File: src/rtl/boreal_sram_dma_engine_pkg.sv
// boreal_dma_pkg: shared definitions for the boreal SRAM tile DMA engine.
// Holds the FSM state encoding, transfer-direction constants and the
// default ack-starvation limit used when BOREAL_DMA_TIMEOUT_EN is defined.
package boreal_dma_pkg;

    localparam logic [1:0] ST_IDLE    = 2'd0;
    localparam logic [1:0] ST_MEM_REQ = 2'd1;
    localparam logic [1:0] ST_STREAM  = 2'd2;
    localparam logic [1:0] ST_DONE    = 2'd3;

    typedef enum logic [1:0] {
        S_IDLE    = ST_IDLE,
        S_MEM_REQ = ST_MEM_REQ,
        S_STREAM  = ST_STREAM,
        S_DONE    = ST_DONE
    } dma_state_e;

    localparam logic DIR_MEM2STR = 1'b0;
    localparam logic DIR_STR2MEM = 1'b1;

    localparam int DEFAULT_TIMEOUT_CYCLES = 256;

endpackage

File: src/rtl/boreal_sram_dma_engine_if.sv
// Bus bundle between the DMA engine and its surroundings: the read-data
// stream (m_*), the write-data stream (s_*) and the SRAM tile DMA port.
// The master modport is the engine's view, slave is the environment's.
interface boreal_sram_dma_engine_if #(
    parameter int DEPTH_LOG = 10
);
    logic                 m_valid;
    logic                 m_ready;
    logic [31:0]          m_data;
    logic                 s_valid;
    logic                 s_ready;
    logic [31:0]          s_data;
    logic                 dma_sel;
    logic                 dma_wr;
    logic [DEPTH_LOG-1:0] dma_addr;
    logic [31:0]          dma_wdata;
    logic [31:0]          dma_rdata;
    logic                 dma_ack;

    modport master (
        output m_valid, m_data, s_ready,
        output dma_sel, dma_wr, dma_addr, dma_wdata,
        input  m_ready, s_valid, s_data, dma_rdata, dma_ack
    );

    modport slave (
        input  m_valid, m_data, s_ready,
        input  dma_sel, dma_wr, dma_addr, dma_wdata,
        output m_ready, s_valid, s_data, dma_rdata, dma_ack
    );
endinterface

File: src/rtl/boreal_sram_dma_engine_addr_gen.sv
// boreal_dma_addr_gen: word address / remaining-count register pair.
// The address wraps from DEPTH-1 back to 0; last flags the final word.
module boreal_dma_addr_gen #(
    parameter int DEPTH     = 1024,
    parameter int DEPTH_LOG = 10
) (
    input  logic                 clk,
    input  logic                 rst_n,
    input  logic                 load,
    input  logic                 step,
    input  logic [DEPTH_LOG-1:0] base,
    input  logic [DEPTH_LOG:0]   len,
    output logic [DEPTH_LOG-1:0] cur_addr,
    output logic [DEPTH_LOG:0]   remaining,
    output logic                 last
);
    localparam logic [DEPTH_LOG-1:0] LAST_ADDR = DEPTH_LOG'(DEPTH - 1);
    localparam logic [DEPTH_LOG:0]   ONE_WORD  = (DEPTH_LOG + 1)'(1);

    // Load the transfer window at start, then advance one word per step
    always_ff @(posedge clk or negedge rst_n) begin
        if (!rst_n) begin
            cur_addr  <= '0;
            remaining <= '0;
        end else if (load) begin
            cur_addr  <= base;
            remaining <= len;
        end else if (step) begin
            cur_addr  <= (cur_addr == LAST_ADDR) ? '0 : cur_addr + 1'b1;
            remaining <= remaining - ONE_WORD;
        end
    end

    assign last = (remaining == ONE_WORD);

endmodule

File: src/rtl/boreal_sram_dma_engine.sv
// boreal_sram_dma_engine: single-channel DMA between one SRAM tile's DMA
// port and a 32-bit valid/ready stream (MEM2STR reads, STR2MEM writes).
// Optional macro BOREAL_DMA_TIMEOUT_EN adds an ack-starvation timeout that
// sets the sticky err flag; without it err is 0 and requests wait forever.
module boreal_sram_dma_engine
    import boreal_dma_pkg::*;
#(
    parameter int DEPTH          = 1024,
    parameter int DEPTH_LOG      = 10,
    parameter int TIMEOUT_CYCLES = DEFAULT_TIMEOUT_CYCLES
) (
    input  logic                      clk,
    input  logic                      rst_n,
    input  logic                      start,
    input  logic                      dir,
    input  logic [DEPTH_LOG-1:0]      base_addr,
    input  logic [DEPTH_LOG:0]        len,
    input  logic                      abort,
    output logic                      busy,
    output logic                      done,
    output logic                      err,
    boreal_sram_dma_engine_if.master  bus
);
    dma_state_e           state_q, state_d;
    logic                 dir_q;
    logic                 req_q, req_d;
    logic                 abort_q;
    logic                 abort_eff;
    logic [31:0]          rbuf, wbuf;
    logic                 load, step, rbuf_en, wbuf_en, err_set;
    logic [DEPTH_LOG-1:0] cur_addr;
    logic [DEPTH_LOG:0]   remaining;
    logic                 last;

    boreal_dma_addr_gen #(
        .DEPTH     (DEPTH),
        .DEPTH_LOG (DEPTH_LOG)
    ) u_addr_gen (
        .clk       (clk),
        .rst_n     (rst_n),
        .load      (load),
        .step      (step),
        .base      (base_addr),
        .len       (len),
        .cur_addr  (cur_addr),
        .remaining (remaining),
        .last      (last)
    );

    // An abort pulse is remembered until the next word boundary is reached
    assign abort_eff = abort | abort_q;

`ifdef BOREAL_DMA_TIMEOUT_EN
    localparam int TW = $clog2(TIMEOUT_CYCLES) + 1;
    localparam logic [TW-1:0] TO_LAST = TW'(TIMEOUT_CYCLES - 1);
    logic [TW-1:0] to_cnt;
    logic          err_q;

    // Count request cycles without an ack; restarts on every ack or new word
    always_ff @(posedge clk or negedge rst_n) begin
        if (!rst_n) begin
            to_cnt <= '0;
        end else if (state_q != S_MEM_REQ || bus.dma_ack) begin
            to_cnt <= '0;
        end else begin
            to_cnt <= to_cnt + 1'b1;
        end
    end

    // Sticky timeout flag, cleared only by an accepted start
    always_ff @(posedge clk or negedge rst_n) begin
        if (!rst_n) begin
            err_q <= 1'b0;
        end else if (state_q == S_IDLE && start) begin
            err_q <= 1'b0;
        end else if (err_set) begin
            err_q <= 1'b1;
        end
    end

    assign err = err_q;
`else
    assign err = 1'b0;
`endif

    // Next-state and datapath enables; every transition sits on a word boundary
    always_comb begin
        state_d = state_q;
        req_d   = req_q;
        load    = 1'b0;
        step    = 1'b0;
        rbuf_en = 1'b0;
        wbuf_en = 1'b0;
        err_set = 1'b0;
        case (state_q)
            S_IDLE: begin
                if (start) begin
                    load = 1'b1;
                    if (len == '0) begin
                        state_d = S_DONE;
                    end else if (dir == DIR_MEM2STR) begin
                        state_d = S_MEM_REQ;
                        req_d   = 1'b1;
                    end else begin
                        state_d = S_STREAM;
                    end
                end
            end
            S_MEM_REQ: begin
                if (bus.dma_ack) begin
                    req_d = 1'b0;
                    if (dir_q == DIR_MEM2STR) begin
                        rbuf_en = 1'b1;
                        state_d = S_STREAM;
                    end else begin
                        step    = 1'b1;
                        state_d = (last || abort_eff) ? S_DONE : S_STREAM;
                    end
                end
`ifdef BOREAL_DMA_TIMEOUT_EN
                else if (to_cnt == TO_LAST) begin
                    req_d   = 1'b0;
                    err_set = 1'b1;
                    state_d = S_DONE;
                end
`endif
            end
            S_STREAM: begin
                if (dir_q == DIR_MEM2STR) begin
                    if (bus.m_ready) begin
                        step = 1'b1;
                        if (last || abort_eff) begin
                            state_d = S_DONE;
                        end else begin
                            state_d = S_MEM_REQ;
                            req_d   = 1'b1;
                        end
                    end
                end else if (bus.s_valid) begin
                    wbuf_en = 1'b1;
                    state_d = S_MEM_REQ;
                    req_d   = 1'b1;
                end else if (abort_eff) begin
                    state_d = S_DONE;
                end
            end
            S_DONE: begin
                state_d = S_IDLE;
            end
            default: begin
                state_d = S_IDLE;
                req_d   = 1'b0;
            end
        endcase
    end

    // State, request flag, captured direction and the data buffers
    always_ff @(posedge clk or negedge rst_n) begin
        if (!rst_n) begin
            state_q <= S_IDLE;
            req_q   <= 1'b0;
            dir_q   <= 1'b0;
            abort_q <= 1'b0;
            rbuf    <= '0;
            wbuf    <= '0;
        end else begin
            state_q <= state_d;
            req_q   <= req_d;
            if (load) dir_q <= dir;
            if (state_q == S_IDLE) abort_q <= 1'b0;
            else if (abort)        abort_q <= 1'b1;
            if (rbuf_en) rbuf <= bus.dma_rdata;
            if (wbuf_en) wbuf <= bus.s_data;
        end
    end

    // The ack cycle masks dma_sel so the tile never sees a second access
    assign bus.dma_sel   = (state_q == S_MEM_REQ) & req_q & ~bus.dma_ack;
    assign bus.dma_wr    = (state_q == S_MEM_REQ) & dir_q;
    assign bus.dma_addr  = cur_addr;
    assign bus.dma_wdata = wbuf;
    assign bus.m_valid   = (state_q == S_STREAM) & (dir_q == DIR_MEM2STR);
    assign bus.m_data    = rbuf;
    assign bus.s_ready   = (state_q == S_STREAM) & (dir_q == DIR_STR2MEM);
    assign busy          = (state_q == S_MEM_REQ) | (state_q == S_STREAM);
    assign done          = (state_q == S_DONE);

endmodule

File: src/flat_wrapper.sv
// flat-port wrapper written by rule: the top's interface ports become plain ports
module boreal_sram_dma_engine_flat import boreal_dma_pkg::*;
#(
    parameter int DEPTH          = 1024,
    parameter int DEPTH_LOG      = 10,
    parameter int TIMEOUT_CYCLES = DEFAULT_TIMEOUT_CYCLES
)
  (clk, rst_n, start, dir, base_addr, len, abort, busy, done, err, bus_m_valid, bus_m_data, bus_s_ready, bus_dma_sel, bus_dma_wr, bus_dma_addr, bus_dma_wdata, bus_m_ready, bus_s_valid, bus_s_data, bus_dma_rdata, bus_dma_ack);
  boreal_sram_dma_engine_if #(.DEPTH_LOG(DEPTH_LOG)) bus_i ();
  input  logic clk;
  input  logic rst_n;
  input  logic start;
  input  logic dir;
  input  logic [DEPTH_LOG-1:0] base_addr;
  input  logic [DEPTH_LOG:0] len;
  input  logic abort;
  output logic busy;
  output logic done;
  output logic err;
  output wire logic [$bits(bus_i.m_valid)-1:0] bus_m_valid;
  output wire logic [$bits(bus_i.m_data)-1:0] bus_m_data;
  output wire logic [$bits(bus_i.s_ready)-1:0] bus_s_ready;
  output wire logic [$bits(bus_i.dma_sel)-1:0] bus_dma_sel;
  output wire logic [$bits(bus_i.dma_wr)-1:0] bus_dma_wr;
  output wire logic [$bits(bus_i.dma_addr)-1:0] bus_dma_addr;
  output wire logic [$bits(bus_i.dma_wdata)-1:0] bus_dma_wdata;
  input wire logic [$bits(bus_i.m_ready)-1:0] bus_m_ready;
  input wire logic [$bits(bus_i.s_valid)-1:0] bus_s_valid;
  input wire logic [$bits(bus_i.s_data)-1:0] bus_s_data;
  input wire logic [$bits(bus_i.dma_rdata)-1:0] bus_dma_rdata;
  input wire logic [$bits(bus_i.dma_ack)-1:0] bus_dma_ack;
  assign bus_m_valid = bus_i.m_valid;
  assign bus_m_data = bus_i.m_data;
  assign bus_s_ready = bus_i.s_ready;
  assign bus_dma_sel = bus_i.dma_sel;
  assign bus_dma_wr = bus_i.dma_wr;
  assign bus_dma_addr = bus_i.dma_addr;
  assign bus_dma_wdata = bus_i.dma_wdata;
  assign bus_i.m_ready = bus_m_ready;
  assign bus_i.s_valid = bus_s_valid;
  assign bus_i.s_data = bus_s_data;
  assign bus_i.dma_rdata = bus_dma_rdata;
  assign bus_i.dma_ack = bus_dma_ack;
  boreal_sram_dma_engine #(.DEPTH(DEPTH), .DEPTH_LOG(DEPTH_LOG), .TIMEOUT_CYCLES(TIMEOUT_CYCLES)) u_core (.clk(clk), .rst_n(rst_n), .start(start), .dir(dir), .base_addr(base_addr), .len(len), .abort(abort), .busy(busy), .done(done), .err(err), .bus(bus_i));
endmodule
File: config.mk
export PLATFORM = sky130hd
export DESIGN_NAME = boreal_sram_dma_engine_flat
export DESIGN_NICKNAME = d
export VERILOG_FILES = /design/src/rtl/boreal_sram_dma_engine_pkg.sv /design/src/rtl/boreal_sram_dma_engine_if.sv /design/src/rtl/boreal_sram_dma_engine_addr_gen.sv /design/src/rtl/boreal_sram_dma_engine.sv /design/src/flat_wrapper.sv
export SDC_FILE = /design/constraint.sdc
export NUM_CORES = 1
export LEC_CHECK = 0
export CORE_ASPECT_RATIO = 1.75
export CORE_UTILIZATION = 40
export DETAILED_ROUTE_END_ITERATION = 8
export PLACE_DENSITY = 0.76
export SETUP_SLACK_MARGIN = 0.3
export SLEW_MARGIN = 20
export SYNTH_ARGS = -nofsm -noshare
export SYNTH_HDL_FRONTEND = slang
export SYNTH_SLANG_ARGS = --single-unit
File: constraint.sdc
create_clock -name clk -period 3.3 [get_ports clk]
set_input_delay 0.66 -clock clk [delete_from_list [all_inputs] [get_ports clk]]
set_output_delay 0.66 -clock clk [all_outputs]
set_load 0.01 [all_outputs]
==> results of run 1 <==
-- cell usage after synthesis (7+ instances only) --
library cell	number	share of area
nand2_1	28	0.025
xor2_1	7	0.015
ha_1	7	0.021
nor2_1	13	0.012
o31ai_1	8	0.014
o211ai_1	9	0.016
nand3_1	17	0.020
nor4_1	7	0.010
inv_1	9	0.0081
mux2_2	64	0.17
dfrtp_1	90	0.54
clkbuf_1	8	0.0072
o21ai_0	8	0.0096
-- final cells by class --
type	instances	share of cell area
multi-input cells	231	0.284
flip-flops and latches	90	0.359
clock inverters	5	0.00598
inverters	9	0.00538
well taps	127	0.0253
clock buffers	11	0.0403
repair buffers	176	0.281
-- power by group --
| group | internal (mW) | switching (mW) |
|---|---|---|
| Clock | 0.554 | 0.425 |
| Combinational | 1.57 | 1.13 |
| Sequential | 1.66 | 0.387 |
| Total | 3.78 | 1.94 |
-- stage by stage --
stage                     utilization  area (sq um)  cells  setup WS [ps]  total power [mW]
after floorplan                     -          4170    349           1490              3.37
after global placement          0.586          5970    632            542              4.68
after detailed placement        0.588          5990    633            521              4.77
after CTS                       0.617          6280    649            473              5.79
after global routing            0.617          6280    649            352              6.09
final                           0.617          6280    649            515              5.72
-- critical path: cells and delay by family, from the launching register on --
family | cells | cell delay [ps]
buf+inv | 2 | 660
simple gates | 2 | 490
flops | 1 | 400
fa+ha+maj | 1 | 260
-- worst min path at each step --
stage | from | depth (start not counted) | slack [ps] | to
after CTS | rst_n | 1 | 380 | u_core.bus.m_data[23]
after global routing | rst_n | 1 | 410 | u_core.bus.m_data[6]
final | rst_n | 1 | 350 | u_core.bus.m_data[0]
after global placement | u_core.bus.m_data[20] | 1 | 490 | u_core.bus.m_data[20]
after floorplan | rst_n | 0 | 360 | u_core.abort_q
after detailed placement | u_core.bus.dma_wdata[1] | 1 | 490 | u_core.bus.dma_wdata[1]
-- metal layers --
metal | GRT usage | share of wire | wire length [um]
met1 | 0.208 | 0.36 | 3930
met2 | 0.356 | 0.54 | 5860
met3 | 0.0480 | 0.056 | 608
met4 | 0.116 | 0.034 | 365
met5 | 0 | 0 | 0
-- cell families after synthesis --
kind of cell | after synthesis | share of synthesized area
AND/OR/NAND/NOR | 99 | 0.123
flip-flops | 90 | 0.540
multiplexers | 65 | 0.175
AO/OA/AOI/OAI | 50 | 0.0879
buffers and inverters | 28 | 0.0330
XOR/XNOR | 9 | 0.0189
adder cells (fa/ha/maj) | 7 | 0.0210
other | 1 | 0.000899
-- sequential cells by signal, indices dropped and copies added, names as in the netlist --
signal,count
u_core.req_q,1
u_core.state_q,2
u_core.abort_q,1
u_core.bus.dma_wdata,32
u_core.dir_q,1
u_core.u_addr_gen.remaining,11
u_core.u_addr_gen.cur_addr,10
u_core.bus.m_data,32
==> run summary, run 1 <==
Worst setup EP type -> output pin
Total Nets Final -> 617
Resized cells post-CTS -> 0
Leakage -> 2.58 nW
Worst-path clk slew -> 70 ps
most common cell after layout, fill and taps aside -> clkdlybuf4s50_1
Hold Slack -> 350 ps
critical path, cell by cell -> inv_1, ha_1, nor2b_1, and2_1, clkdlybuf4s50_1
Post-route DRC -> 0
gr usage total -> 0.199
first-pass GRT wire length -> 16600 um
antenna cells -> 0
area of the multi-input gates -> 0.00178 sq mm
worst r2r path cells -> 6
DRT Wirelength -> 10800 um
top_reg_cell synth -> dfrtp_1
largest net degree at the start of global routing -> 53
Setup crit start -> u_core.state_q[1]
Starting Density -> 0.410
Slew Viols, Final -> 0
Post-Syn Nets -> 449
type of the worst min-delay path -> in -> async
CP max FO -> 6
Hold Buf Count CTS -> 0
post-CTS setup buffers -> 0
num ports -> 174
Max-Slew Margin vs Limit -> 0.448
# setup viols final -> 0
syn_area_per_cell -> 12.0 sq um
Largest stage delay, worst path -> 560 ps
Area Overhead vs Synth -> 50.5%
FF-to-FF End -> u_core.u_addr_gen.remaining[8]
Yosys reg bits -> 90
Period Utilization, post-route -> 0.844
share of layout cells above drive strength 1 -> 0.167
post-DR vias/cell -> 5.25
Post-synth EDFFs -> 0
Setup crit end -> bus_dma_sel
Post-Syn Area -> 0.00417 sq mm
routability cong. -> 0.883
1st-pass router iterations -> 4
worst-skew pair later-pin latency -> 330 ps
clock root cell -> clkbuf_16
antenna-violating nets left -> 0
H-tree Lvls -> 3
r2r setup slk -> 1040 ps
GRT overflow -> 0
Slew @ Worst Pin -> 827 ps
max frequency -> 0.359 GHz
num rows -> 49
die height -> 137 um
Final min period -> 2780 ps
register area -> 0.00225 sq mm
routed len/inst -> 16.6 um
Synth async-reset ratio -> 1.00
clock tree from TritonCTS -> built
CP Launch Type -> register
die width -> 79.2 um
initial antenna violation count -> 0
Hold Vio Cnt, Final -> 0
synthesized instance count -> 349
status -> finished, final reports clean
Yosys cell types -> 48
Req. time, crit path -> 2640 ps
Fin Setup TNS -> 0 ps
CP Data Arrival Time -> 2120 ps
Buffers on Ports -> 172
Worst path slowest cell -> clkdlybuf4s50_1
Inserted Clock Buffers -> 9
clk buf depth -> 2
critical path class -> reg -> out
number of DRC markers in iteration 0 -> 64
yosys warns -> 0
worst reg2reg startpoint -> u_core.state_q[1]
core area -> 0.0102 sq mm
HPWL Detailed -> 8130 um
Die Footprint -> 0.0109 sq mm
Fill cells -> 861
commonest non-fill, non-tap cells in the layout -> clkdlybuf4s50_1, dfrtp_1, mux2_2, nand2_1, nand3_1
PwrDens -> 911 mW/mm^2
worst clock skew -> 9.39 ps
vias in the first global route -> 3522
Max VDD drop -> 503 uV
via count -> 3409
register area share after synthesis -> 0.540
clock sink count -> 90
max-cap violation count -> 0
RSZ-0062 raised after global routing -> false
Power figures use the tool's default switching activity.
==> inputs of run 2 (changes only) <==
==> constraint.sdc (replaced) <==
create_clock -name clk -period 2.6 [get_ports clk]
set_input_delay 0.52 -clock clk [delete_from_list [all_inputs] [get_ports clk]]
set_output_delay 0.52 -clock clk [all_outputs]
set_load 0.01 [all_outputs]
==> run summary, run 2 (synthesized netlist as in run 1, its figures left out) <==
Fill cells -> 838 (-2.7%)
worst clock skew -> 6.43 ps (-2.96 ps)
first-pass GRT wire length -> 16800 um (+1.3%)
critical path, cell by cell -> inv_2, ha_1, clkdlybuf4s50_1
type of the worst min-delay path -> in -> async
worst path bufs/invs -> 2 (unchanged)
Setup crit start -> u_core.state_q[0]
Sequential Power Share -> 0.345 (-0.012)
vias in the first global route -> 3527 (+0.14%)
Inserted Clock Buffers -> 9 (unchanged)
gr usage total -> 0.201 (+0.00183)
GRT overflow -> 0 (unchanged)
Hold Slack -> 187 ps (-163 ps)
Post-route DRC -> 0 (unchanged)
Starting Density -> 0.410 (unchanged)
Req. time, crit path -> 2080 ps (-560 ps)
Leakage -> 2.68 nW (+3.8%)
DRT Wirelength -> 10700 um (-0.49%)
CP max FO -> 4 (-2)
CP Launch Type -> register
Max-Slew Margin vs Limit -> 0.431 (-0.0179)
Total Nets Final -> 624 (+1.1%)
Largest stage delay, worst path -> 550 ps (about the same)
number of DRC markers in iteration 0 -> 122 (+91%)
routability cong. -> 0.865 (-2.0%)
design area -> 0.00639 sq mm (+1.8%)
Comb pwr share -> 0.464 (-0.008)
share of layout cells above drive strength 1 -> 0.180 (+0.0133)
Slew Viols, Final -> 0 (unchanged)
max-cap violation count -> 0 (unchanged)
Final min period -> 2210 ps
max frequency -> 0.452 GHz
cell family with most CP delay -> buffers and inverters
RSZ-0062 raised after global routing -> false
die width -> 79.2 um (unchanged)
critical path class -> reg -> out
antenna cells -> 0 (unchanged)
routed len/inst -> 16.4 um (-1.4%)
Sw Share -> 0.326 (-0.0137)
Hold Vio Cnt, Final -> 0 (unchanged)
Worst-path clk slew -> 60 ps (about the same)
cell internal pwr -> 5.08 mW (+34%)
core area -> 0.0102 sq mm (unchanged)
die height -> 137 um (unchanged)
Max VDD drop -> 654 uV (+30%)
clk buf depth -> 2 (unchanged)
Worst setup EP type -> output pin
Die Footprint -> 0.0109 sq mm (unchanged)
via count -> 3426 (+0.50%)
Fin Setup TNS -> 0 ps (unchanged)
clock sink count -> 90 (unchanged)
CP Data Arrival Time -> 1690 ps (-430 ps)
# setup viols final -> 0 (unchanged)
PwrDens -> 1180 mW/mm^2 (+29%)
initial antenna violation count -> 0 (unchanged)
most common cell after layout, fill and taps aside -> clkdlybuf4s50_1
placed cell area -> 0.00603 sq mm (+0.63%)
Slew @ Worst Pin -> 854 ps (+26.8 ps)
post-DR vias/cell -> 5.23 (-0.42%)
clock tree from TritonCTS -> built
Period Utilization, post-route -> 0.851
antenna-violating nets left -> 0 (unchanged)
worst-skew pair later-pin latency -> 330 ps (about the same)
clock power share -> 0.192 (+0.021)
clock root cell -> clkbuf_16
Buffers on Ports -> 172 (unchanged)
dpl cells -> 638 (+0.79%)
Worst path slowest cell -> clkdlybuf4s50_1
Area Overhead vs Synth -> 53.2%
largest net degree at the start of global routing -> 47 (-11%)
Hold Buf Count CTS -> 0 (unchanged)
status -> finished, final reports clean
Finished Layout Cells -> 655 (+0.92%)
num rows -> 49 (unchanged)
num ports -> 174 (unchanged)
H-tree Lvls -> 3 (unchanged)
HPWL Detailed -> 8150 um (+0.18%)
commonest non-fill, non-tap cells in the layout -> clkdlybuf4s50_1, dfrtp_1, mux2_2, nand2_1, nand3_1
worst reg2reg startpoint -> u_core.state_q[1]
1st-pass router iterations -> 6 (+2)
Switch Pwr -> 2.45 mW (+26%)
[run 2: power by group through the flow]
stage	clock, mW	sequential [mW]	combinational (mW)
after global routing	1.54	2.69	3.77
after detailed placement	0	2.61	3.48
final	1.44	2.60	3.49
after floorplan	0	2.81	1.48
after global placement	0	2.58	3.39
after CTS	1.48	2.60	3.50
[run 2: worst reg2reg max path: cells and delay by family (launching register included)]
| kind | cells | cell delay (ps) |
|---|---|---|
| buffers and inverters | 1 | 120 |
| adders and majority gates | 1 | 240 |
| and+or+nand+nor | 3 | 1030 |
| AOI/OAI and AO/OA | 1 | 260 |
| DFF | 1 | 400 |
[run 2: per-layer routing]
layer	up-vias	track usage	part of all wire
met5	-	0	0
met1	1667	0.219	0.37
met4	0	0.0798	0.021
met2	131	0.372	0.55
li1	1612	-	-
met3	16	0.0420	0.052
[run 2: through the flow]
step / worst slack (ps) / utilization / total power [mW]
5_1_grt: 304 / 0.628 / 8.00
4_1_cts: 243 / 0.626 / 7.59
2_1_floorplan: 786 / - / 4.28
6_report: 387 / 0.628 / 7.53
3_5_place_dp: 249 / 0.592 / 6.09
3_3_place_gp: 273 / 0.592 / 5.97
[run 2: worst paths after layout]
check,to,slack (ps),cells after the start
worst min register to register,u_core.bus.m_data[14],500,1
min in group clk,u_core.bus.m_data[14],500,1
worst max register to register,u_core.u_addr_gen.remaining[8],490,6
max in group asynchronous,u_core.u_addr_gen.cur_addr[6],1760,2
worst min-delay path,u_core.bus.m_data[0],190,1
worst max-delay path,busy,390,3
[run 2: layout make-up]
type	count	area, sq um	share of cell area
sequential	90	2250	0.352
multi-input combinational	231	1800	0.281
clock inverter	5	104	0.0162
tap	127	159	0.0249
timing repair buffer	183	1820	0.284
clock buffer	10	229	0.0358
inverter	9	33.8	0.00529
[run 2: timing repair]
item                                    in CTS  in global routing
endpoints found under the setup margin       4                  4
gates resized for setup                      5                  3
setup buffers                                0                  2
gates cloned                                 0                  0
==> inputs of run 3 (changes only) <==
--- a/config.mk
+++ b/config.mk
@@ -6,6 +6,7 @@
 export NUM_CORES = 1
 export LEC_CHECK = 0
 export CORE_ASPECT_RATIO = 1.75
+export CORE_MARGIN = 5
 export CORE_UTILIZATION = 40
 export DETAILED_ROUTE_END_ITERATION = 8
 export PLACE_DENSITY = 0.76
==> run summary, run 3 (synthesized netlist as in run 1, its figures left out) <==
initial antenna violation count -> 0 (unchanged)
Starting Density -> 0.407 (-0.00245)
routed len/inst -> 18.1 um (+10%)
max frequency -> 0.459 GHz (+1.5%)
Switch Pwr -> 2.56 mW (+4.3%)
Worst path slowest cell -> dfrtp_1
# setup viols final -> 0 (unchanged)
Period Utilization, post-route -> 0.839 (-0.0123)
Fin Setup TNS -> 0 ps (unchanged)
core area -> 0.0102 sq mm (+0.60%)
critical path class -> reg -> out
Slew @ Worst Pin -> 851 ps (-3.02 ps)
worst clock skew -> 10.4 ps (+4.01 ps)
routability cong. -> 0.904 (+4.5%)
via count -> 3508 (+2.4%)
Sw Share -> 0.348 (+0.0223)
post-DR vias/cell -> 5.35 (+2.2%)
largest net degree at the start of global routing -> 45 (-4.3%)
Hold Buf Count CTS -> 0 (unchanged)
Leakage -> 2.65 nW (-1.1%)
Comb pwr share -> 0.477 (+0.013)
commonest non-fill, non-tap cells in the layout -> clkdlybuf4s50_1, dfrtp_1, mux2_2, nand2_1, nand3_1
cell internal pwr -> 4.80 mW (-5.6%)
worst r2r path cells -> 6 (unchanged)
PwrDens -> 1160 mW/mm^2 (-1.8%)
1st-pass router iterations -> 4 (-2)
clock power share -> 0.167 (-0.025)
status -> finished, final reports clean
Setup crit end -> bus_dma_sel
FF-to-FF End -> u_core.u_addr_gen.remaining[9]
num ports -> 174 (unchanged)
Buffers on Ports -> 172 (unchanged)
Slew Viols, Final -> 0 (unchanged)
Hold Vio Cnt, Final -> 0 (unchanged)
Worst-path clk slew -> 70 ps (about the same)
clock root cell -> clkbuf_16
design area -> 0.00635 sq mm (-0.57%)
placed cell area -> 0.00604 sq mm (+0.25%)
Hold Slack -> 26.8 ps (-160 ps)
r2r setup slk -> 460 ps (-30 ps)
Sequential Power Share -> 0.356 (+0.011)
total chip power -> 7.36 mW (-2.4%)
Max VDD drop -> 677 uV (+3.6%)
CP max FO -> 6 (+2)
clock tree from TritonCTS -> built
Total Nets Final -> 625 (+0.16%)
gr usage total -> 0.190 (-0.0109)
HPWL Detailed -> 9040 um (+11%)
Post-route DRC -> 0 (unchanged)
first-pass GRT wire length -> 19100 um (+13%)
die height -> 145 um (+5.8%)
Req. time, crit path -> 2080 ps (about the same)
share of layout cells above drive strength 1 -> 0.185 (+0.00533)
Finished Layout Cells -> 656 (+0.15%)
Worst setup EP type -> output pin
clock sink count -> 90 (unchanged)
Inserted Clock Buffers -> 9 (unchanged)
critical path, cell by cell -> inv_1, ha_4, nor2b_2, and2_1, dlygate4sd2_1
RSZ-0062 raised after global routing -> true
most common cell after layout, fill and taps aside -> clkdlybuf4s50_1
vias in the first global route -> 3826 (+8.5%)
num rows -> 49 (unchanged)
DRT Wirelength -> 11800 um (+11%)
number of DRC markers in iteration 0 -> 99 (-19%)
Die Footprint -> 0.0127 sq mm (+17%)
max-cap violation count -> 0 (unchanged)
worst reg2reg startpoint -> u_core.state_q[1]
clk buf depth -> 2 (unchanged)
antenna cells -> 0 (unchanged)
CP Data Arrival Time -> 1660 ps (-30 ps)
Final min period -> 2180 ps (-32.0 ps)
Setup crit start -> u_core.state_q[1]
type of the worst min-delay path -> in -> async
die width -> 87.2 um (+10%)
Max-Slew Margin vs Limit -> 0.433 (+0.00201)
antenna-violating nets left -> 0 (unchanged)
dpl cells -> 640 (+0.31%)
Area Overhead vs Synth -> 52.3%
Largest stage delay, worst path -> 420 ps (-130 ps)
CP Launch Type -> register
GRT overflow -> 0 (unchanged)
worst-skew pair later-pin latency -> 340 ps (about the same)
H-tree Lvls -> 3 (unchanged)
==> run 3: layout make-up <==
type                       instances  area, sq um
tap                              127          159
fill                             817         3880
multi-input combinational        231         1810
clock inverter                     6         52.6
timing repair buffer             184         1820
sequential                        90         2250
inverter                           9         33.8
clock buffer                       9          225
==> run 3: timing repair <==
item,CTS,global route
gates resized for setup,7,4
buffers inserted,1,0
setup endpoints to repair,4,4
==> run 3: critical path: cells and delay by family, from the launching register on <==
kind / cells / cell delay [ps]
buffers and inverters: 2 / 450
DFF: 1 / 420
and+or+nand+nor: 2 / 290
adders and majority gates: 1 / 180
==> run 3: worst min-delay path by stage <==
stage | start | slack [ps] | endpoint | depth (start not counted)
finish | rst_n | 30 | u_core.bus.m_data[7] | 1
global route | rst_n | 30 | u_core.bus.m_data[7] | 1
CTS | rst_n | 20 | u_core.bus.m_data[7] | 1
detailed placement | rst_n | 390 | u_core.bus.m_data[18] | 1
global placement | rst_n | 390 | u_core.bus.m_data[18] | 1
floorplan | rst_n | 220 | u_core.abort_q | 0
==> run 3: stage by stage <==
stage                     utilization  setup slack, ps
after floorplan                     -              786
after global placement          0.590              260
after detailed placement        0.590              193
after CTS                       0.619              312
after global routing            0.621              293
final                           0.621              419
==> run 3: per-layer routing <==
| metal | share of wire | GRT usage |
|---|---|---|
| met5 | 0 | 0 |
| met2 | 0.54 | 0.338 |
| met3 | 0.085 | 0.0658 |
| met4 | 0.028 | 0.0707 |
| met1 | 0.35 | 0.203 |
==> run 3: power by group through the flow <==
stage               Clock, mW  Combinational (mW)  Sequential, mW
finish                   1.23                3.51            2.62
detailed placement          0                3.52            2.63
floorplan                   0                1.48            2.81
CTS                      1.26                3.55            2.61
global placement            0                3.43            2.58
global route             1.32                3.80            2.72
